File: src/rtl/smult_arbiter_if.sv
// Request/result bundle between the requesting datapath units, the shared
// 4x4 signed multiplier arbiter, and the consumer of the product.
interface smult_arbiter_if #(
   parameter int NREQ = 4,
   parameter int IDW  = 2
);
   logic [NREQ-1:0]   req;
   logic [4*NREQ-1:0] a_in;
   logic [4*NREQ-1:0] b_in;
   logic [NREQ-1:0]   gnt;
   logic              busy;
   logic [7:0]        p_out;
   logic [IDW-1:0]    p_id;
   logic              p_valid;
   logic              p_ready;

   modport master (
      output req, a_in, b_in, p_ready,
      input  gnt, busy, p_out, p_id, p_valid
   );

   modport slave (
      input  req, a_in, b_in, p_ready,
      output gnt, busy, p_out, p_id, p_valid
   );
endinterface

File: src/rtl/smult_arbiter.sv
// Round-robin arbiter sharing one 4x4 signed Baugh-Wooley multiplier among NREQ
// requesters; returns the registered product and requester ID over valid/ready.
module smult_arbiter #(
   parameter int NREQ = 4,
   parameter int IDW  = 2
) (
   input logic           clk,
   input logic           rst_n,
   smult_arbiter_if.slave bus
);
   typedef enum logic [1:0] {
      IDLE = 2'd0,
      MULT = 2'd1,
      HOLD = 2'd2
   } state_t;

   state_t            state_r, state_s;
   logic [NREQ-1:0]   gnt_r, gnt_s;
   logic              busy_r, busy_s;
   logic [7:0]        p_out_r, p_out_s;
   logic [IDW-1:0]    p_id_r, p_id_s;
   logic              p_valid_r, p_valid_s;
   logic [IDW-1:0]    id_r, id_s;
   logic [IDW-1:0]    ptr_r, ptr_s;
   logic [3:0]        a_r, a_s;
   logic [3:0]        b_r, b_s;
   logic [2*NREQ-1:0] dbl_req_s;
   logic              found_s;
   logic [IDW-1:0]    win_s;
   logic [3:0]        a_sel_s;
   logic [3:0]        b_sel_s;
   logic [7:0]        product_s;

   // Baugh-Wooley: cross terms with exactly one sign bit are inverted, and the
   // constant ones at bits 4 and 7 complete the two's-complement correction.
   function automatic logic [7:0] bw_mult(input logic [3:0] a, input logic [3:0] b);
      logic [7:0] acc;
      logic       pp;
      acc = 8'h90;
      for (int i = 0; i < 4; i++) begin
         for (int j = 0; j < 4; j++) begin
            pp  = (a[i] & b[j]) ^ ((i == 3) != (j == 3));
            acc = acc + ({7'd0, pp} << (i + j));
         end
      end
      return acc;
   endfunction

   function automatic logic [IDW-1:0] wrap_add(input logic [IDW-1:0] base, input int off);
      int sum;
      sum = int'(base) + off;
      if (sum >= NREQ) begin
         sum = sum - NREQ;
      end else begin
         sum = sum;
      end
      return IDW'(sum);
   endfunction

   assign product_s = bw_mult(a_r, b_r);
   assign dbl_req_s = {bus.req, bus.req} >> ptr_r;

   // Round-robin search starting at the pointer; also selects the winner's operands.
   always_comb begin
      found_s = 1'b0;
      win_s   = '0;
      a_sel_s = 4'd0;
      b_sel_s = 4'd0;
      for (int off = 0; off < NREQ; off++) begin
         if (!found_s && dbl_req_s[off]) begin
            found_s = 1'b1;
            win_s   = wrap_add(ptr_r, off);
         end else begin
            found_s = found_s;
         end
      end
      for (int k = 0; k < NREQ; k++) begin
         if (win_s == IDW'(k)) begin
            a_sel_s = bus.a_in[4*k +: 4];
            b_sel_s = bus.b_in[4*k +: 4];
         end else begin
            a_sel_s = a_sel_s;
         end
      end
   end

   // Next-state and next-output logic; grant and result both leave on registers.
   always_comb begin
      state_s   = state_r;
      gnt_s     = '0;
      busy_s    = busy_r;
      p_out_s   = p_out_r;
      p_id_s    = p_id_r;
      p_valid_s = p_valid_r;
      id_s      = id_r;
      ptr_s     = ptr_r;
      a_s       = a_r;
      b_s       = b_r;
      case (state_r)
         IDLE: begin
            if (found_s) begin
               a_s     = a_sel_s;
               b_s     = b_sel_s;
               gnt_s   = {{(NREQ-1){1'b0}}, 1'b1} << win_s;
               id_s    = win_s;
               ptr_s   = wrap_add(win_s, 1);
               busy_s  = 1'b1;
               state_s = MULT;
            end else begin
               busy_s  = 1'b0;
            end
         end
         MULT: begin
            p_out_s   = product_s;
            p_id_s    = id_r;
            p_valid_s = 1'b1;
            busy_s    = 1'b1;
            state_s   = HOLD;
         end
         HOLD: begin
            if (bus.p_ready) begin
               p_valid_s = 1'b0;
               busy_s    = 1'b0;
               state_s   = IDLE;
            end else begin
               busy_s    = 1'b1;
            end
         end
         default: begin
            p_valid_s = 1'b0;
            busy_s    = 1'b0;
            state_s   = IDLE;
         end
      endcase
   end

   // State and output registers; reset discards any in-flight operation.
   always_ff @(posedge clk or negedge rst_n) begin
      if (!rst_n) begin
         state_r   <= IDLE;
         gnt_r     <= '0;
         busy_r    <= 1'b0;
         p_out_r   <= 8'd0;
         p_id_r    <= '0;
         p_valid_r <= 1'b0;
         id_r      <= '0;
         ptr_r     <= '0;
         a_r       <= 4'd0;
         b_r       <= 4'd0;
      end else begin
         state_r   <= state_s;
         gnt_r     <= gnt_s;
         busy_r    <= busy_s;
         p_out_r   <= p_out_s;
         p_id_r    <= p_id_s;
         p_valid_r <= p_valid_s;
         id_r      <= id_s;
         ptr_r     <= ptr_s;
         a_r       <= a_s;
         b_r       <= b_s;
      end
   end

   assign bus.gnt     = gnt_r;
   assign bus.busy    = busy_r;
   assign bus.p_out   = p_out_r;
   assign bus.p_id    = p_id_r;
   assign bus.p_valid = p_valid_r;
endmodule
File: src/flat_wrapper.sv
// flat-port wrapper written by rule: the top's interface ports become plain ports
module smult_arbiter_flat 
#(
   parameter int NREQ = 4,
   parameter int IDW  = 2
)
  (clk, rst_n, bus_req, bus_a_in, bus_b_in, bus_p_ready, bus_gnt, bus_busy, bus_p_out, bus_p_id, bus_p_valid);
  smult_arbiter_if #(.NREQ(NREQ), .IDW(IDW)) bus_i ();
  input logic clk;
  input logic rst_n;
  input wire logic [$bits(bus_i.req)-1:0] bus_req;
  input wire logic [$bits(bus_i.a_in)-1:0] bus_a_in;
  input wire logic [$bits(bus_i.b_in)-1:0] bus_b_in;
  input wire logic [$bits(bus_i.p_ready)-1:0] bus_p_ready;
  output wire logic [$bits(bus_i.gnt)-1:0] bus_gnt;
  output wire logic [$bits(bus_i.busy)-1:0] bus_busy;
  output wire logic [$bits(bus_i.p_out)-1:0] bus_p_out;
  output wire logic [$bits(bus_i.p_id)-1:0] bus_p_id;
  output wire logic [$bits(bus_i.p_valid)-1:0] bus_p_valid;
  assign bus_i.req = bus_req;
  assign bus_i.a_in = bus_a_in;
  assign bus_i.b_in = bus_b_in;
  assign bus_i.p_ready = bus_p_ready;
  assign bus_gnt = bus_i.gnt;
  assign bus_busy = bus_i.busy;
  assign bus_p_out = bus_i.p_out;
  assign bus_p_id = bus_i.p_id;
  assign bus_p_valid = bus_i.p_valid;
  smult_arbiter #(.NREQ(NREQ), .IDW(IDW)) u_core (.clk(clk), .rst_n(rst_n), .bus(bus_i));
endmodule
File: config.mk
export PLATFORM = sky130hd
export DESIGN_NAME = smult_arbiter_flat
export DESIGN_NICKNAME = d
export VERILOG_FILES = /design/src/rtl/smult_arbiter_if.sv /design/src/rtl/smult_arbiter.sv /design/src/flat_wrapper.sv
export SDC_FILE = /design/constraint.sdc
export NUM_CORES = 1
export LEC_CHECK = 0
export BUFFER_PORTS_ARGS = -buffer_cell sky130_fd_sc_hd__clkbuf_2
export CAP_MARGIN = 20
export CORE_ASPECT_RATIO = 1.75
export CORE_MARGIN = 2
export CORE_UTILIZATION = 45
export DETAILED_ROUTE_END_ITERATION = 12
export PLACE_DENSITY = 0.72
export REMOVE_ABC_BUFFERS = 1
export SYNTH_ARGS = -nofsm -noshare
export SYNTH_HDL_FRONTEND = slang
export SYNTH_SLANG_ARGS = --single-unit
File: constraint.sdc
create_clock -name clk -period 8.8 [get_ports clk]
set_clock_uncertainty 0.1 [all_clocks]
set_input_delay 1.76 -clock clk [delete_from_list [all_inputs] [get_ports clk]]
set_output_delay 1.76 -clock clk [all_outputs]
set_load 0.02 [all_outputs]
==> run_results.csv <==
group,metric,value,unit
timing,finalSetupTns,0,ns
global_routing,antenna_found_initial,0,
global_routing,overflow,0,
synthesis,synth_area,1980,um^2
clock_network,clk_path_buf_depth,2,
timing,grt_setup_unrepaired,"false",
timing,slew_violations,0,
clock_network,cts_tree,"built",
layout,nNetsFinal,296,
timing,hold_viol_final,0,
layout,area_growth,16.8,%
global_routing,grt.total_usage,0.165,
floorplanning,io_pins,55,
timing,setup_violations,0,
critical_path,criticalPathCategory,"in2reg",
clock_network,clk_pin_slew,0.06,ns
floorplanning,rows,31,
timing,fin_crit,3.47,ns
placed_design,dpl.hpwl,2.88,mm
timing,holdWs,0.376,ns
synthesis,synth_top_area_cell,"dfrtp_1",
flow_run,drv_cap,0,
synthesis,ys_seq_area_frac,0.379,
critical_path,critPathLaunchType,"input pin",
synthesis,synthTopCellsByArea,"dfrtp_1 38%, ha_1 8.8%, fa_1 5.1%",
placed_design,place_inst,280,
layout,final_cells,287,
floorplanning,die_x,54.1,um
timing,fin_crit_sh,0.395,
floorplanning,start_util,0.473,
clock_network,clock_sinks,30,
clock_network,cts_made_buffers,5,
critical_path,cp_max_fo,10,
critical_path,cp-end-kind,"flip-flop",
power_and_ir_drop,vdd_drop_max,236,uV
layout,drive_gt1_frac,0.408,
route,vias_per_cell,5.11,
layout,n_antenna_cell,0,
power_and_ir_drop,power_leakage,0.00118,uW
synthesis,synth_top_area_frac,0.379,
clock_network,cts-root-buf,"clkbuf_8",
synthesis,yosys_register_bits,30,
min_path,min_path_type,"reg2reg",
synthesis,async_flop_share,1.00,
route,initialDrtViolationCount,20,
clock_network,ctsHtreeMaxLevel,2,
critical_path,path_cells,"clkbuf_2 -> a21oi_1 -> o21a_1 -> o22ai_1 -> ha_1 -> nor2b_4 -> a221oi_1 -> a211o_1 -> a21oi_2",
route,ant_nets,0,
synthesis,synth_edf_count,0,
power_and_ir_drop,powerDensity,460,nW/um^2
floorplanning,die_h,91.7,um
global_routing,grt_max_degree,31,
placed_design,gp_congestion,0.819,
synthesis,yosysWarnings,0,
layout,postLayoutCellArea,2310,um^2
global_routing,grt_pass1_vias,1450,
status,status,"complete, no violations",
synthesis,synth.avg_cell_area,10.6,um^2
route,routed_wl,3.56,mm
timing,max-slew-margin-rel,0.519,
synthesis,synth.distinct_cells,38,
critical_path,crit_buf_inv,1,
floorplanning,core,4190,um^2
route,route.vias.total,1468,
synthesis,synthTopCellsByCount,"30 x dfrtp_1, 20 x nand2_1, 17 x inv_1",
clock_network,cts_resized,0,
critical_path,slowest_delay,0.47,ns
synthesis,synth.most_common_cell,"dfrtp_1",
route,drc_errors,0,
clock_network,post_cts_buffers,0,
placed_design,place_area,2200,um^2
route,first_pass_iters,4,
floorplanning,dieArea,4970,um^2
synthesis,syn_inst,187,
critical_path,critPathArrivalTime,3.54,ns
timing,timing.fmax,288,MHz
clock_network,clkLatencyLatePin,0.28,ns
global_routing,grt_pass1_wl,6.10,mm
synthesis,ys_dominant_reg_cell,"dfrtp_1",
critical_path,cp_slowest_cell,"ha_1",
route,wl_per_cell,12.4,um
critical_path,path_delay_family,"compound AO/OA/AOI/OAI gates",
clock_network,ctsHoldBuffers,0,
timing,worst_pin_slew,0.721,ns
critical_path,crit_required,8.87,ns
placed_design,port_buffers,54,
## cell type report
class | instances | area, um^2
timing repair buffer | 54 | 270
inverter | 18 | 70.1
clock inverter | 1 | 30.0
sequential | 30 | 751
fill | 375 | 1880
clock buffer | 6 | 82.6
tap | 49 | 61.3
multi-input combinational | 129 | 1050
## metrics by stage
step | setup slack (ns) | total power, uW | utilization
3_5_place_dp | 5.05 | 940 | 0.525
6_report | 5.33 | 1060 | 0.552
3_3_place_gp | 5.10 | 916 | 0.525
5_1_grt | 5.15 | 1190 | 0.552
2_1_floorplan | 5.45 | 789 | -
4_1_cts | 5.35 | 1090 | 0.552
## report_power, final
group          switching, uW  internal, uW  total (uW)
registers               53.8           208         262
logic                    359           305         664
clock network           47.9          90.4         138
## flip-flops by register name (all words and copies together) (netlist names)
signal	count
u_core.bus.p_out	8
u_core.a_r	4
u_core.state_r	2
u_core.id_r	2
u_core.bus.p_id	2
u_core.b_r	4
u_core.ptr_r	2
u_core.bus.p_valid	1
u_core.bus.busy	1
u_core.bus.gnt	4
## final timing paths
check                                                 from                               to  slack, ns  cells past startpoint
worst min register to register  u_core.id_r[1]$_DFFE_PN0P_       u_core.id_r[1]$_DFFE_PN0P_       0.38                      2
max in group asynchronous                            rst_n  u_core.bus.p_out[6]$_DFFE_PN0P_       6.71                      1
min in group asynchronous                            rst_n        u_core.bus.busy$_DFF_PN0_       1.43                      1
worst max register to register   u_core.a_r[3]$_DFFE_PN0P_  u_core.bus.p_out[7]$_DFFE_PN0P_       5.66                     10
worst min-delay path            u_core.id_r[1]$_DFFE_PN0P_       u_core.id_r[1]$_DFFE_PN0P_       0.38                      2
worst max-delay path                            bus_req[0]        u_core.b_r[3]$_DFFE_PN0P_       5.33                      9
## cells by family after synthesis
kind of cell               synth area share
AOI/OAI and AO/OA                     0.190
and+or+nand+nor                       0.147
DFF                                   0.379
buffers and inverters                0.0917
adders and majority gates             0.139
muxes                                0.0392
xor gates and xnor gates             0.0133
## worst register-to-register path, delay by kind of cell (launching register included)
family          cells  cell delay (ns)
flops               1             0.43
compound gates      3             0.43
simple gates        1             0.20
fa+ha+maj           4             1.68
xor+xnor            1             0.13
buf+inv             1             0.05
## cells in the final DEF (no fill, tap or decap)
cell type,netlist,final
and2_2,4,4
clkbuf_8,2,6
xor2_1,1,1
o22ai_1,1,1
a21oi_2,11,11
fa_1,5,5
inv_1,17,17
nor3_2,1,1
ha_1,14,14
o21a_1,2,2
nand2_1,20,20
nand2b_4,1,1
a221oi_1,7,7
nor2_4,2,2
nor2_1,4,4
nor4_2,1,1
nand3_1,1,1
a22oi_1,1,1
dfrtp_1,30,30
o21ai_0,6,6
bufinv_16,0,1
inv_4,1,1
a211o_2,1,1
a211o_1,7,7
and2_1,7,7
clkbuf_2,0,54
xnor2_1,2,2
a21oi_1,10,10
nor2b_4,1,1
nor2_2,6,6
a21o_1,2,2
nand2b_1,2,2
mux2i_1,1,1
mux2_2,6,6
a22o_1,1,1
a221oi_2,1,1
## per-layer routing
layer / GRT usage / vias up / routed length (um)
met5: 0 / - / 0
met4: 0.100 / 0 / 125
met2: 0.280 / 43 / 1940
li1: - / 735 / -
met1: 0.180 / 679 / 1330
met3: 0.0277 / 11 / 160
No activity file was read; power rests on OpenSTA's default activity.
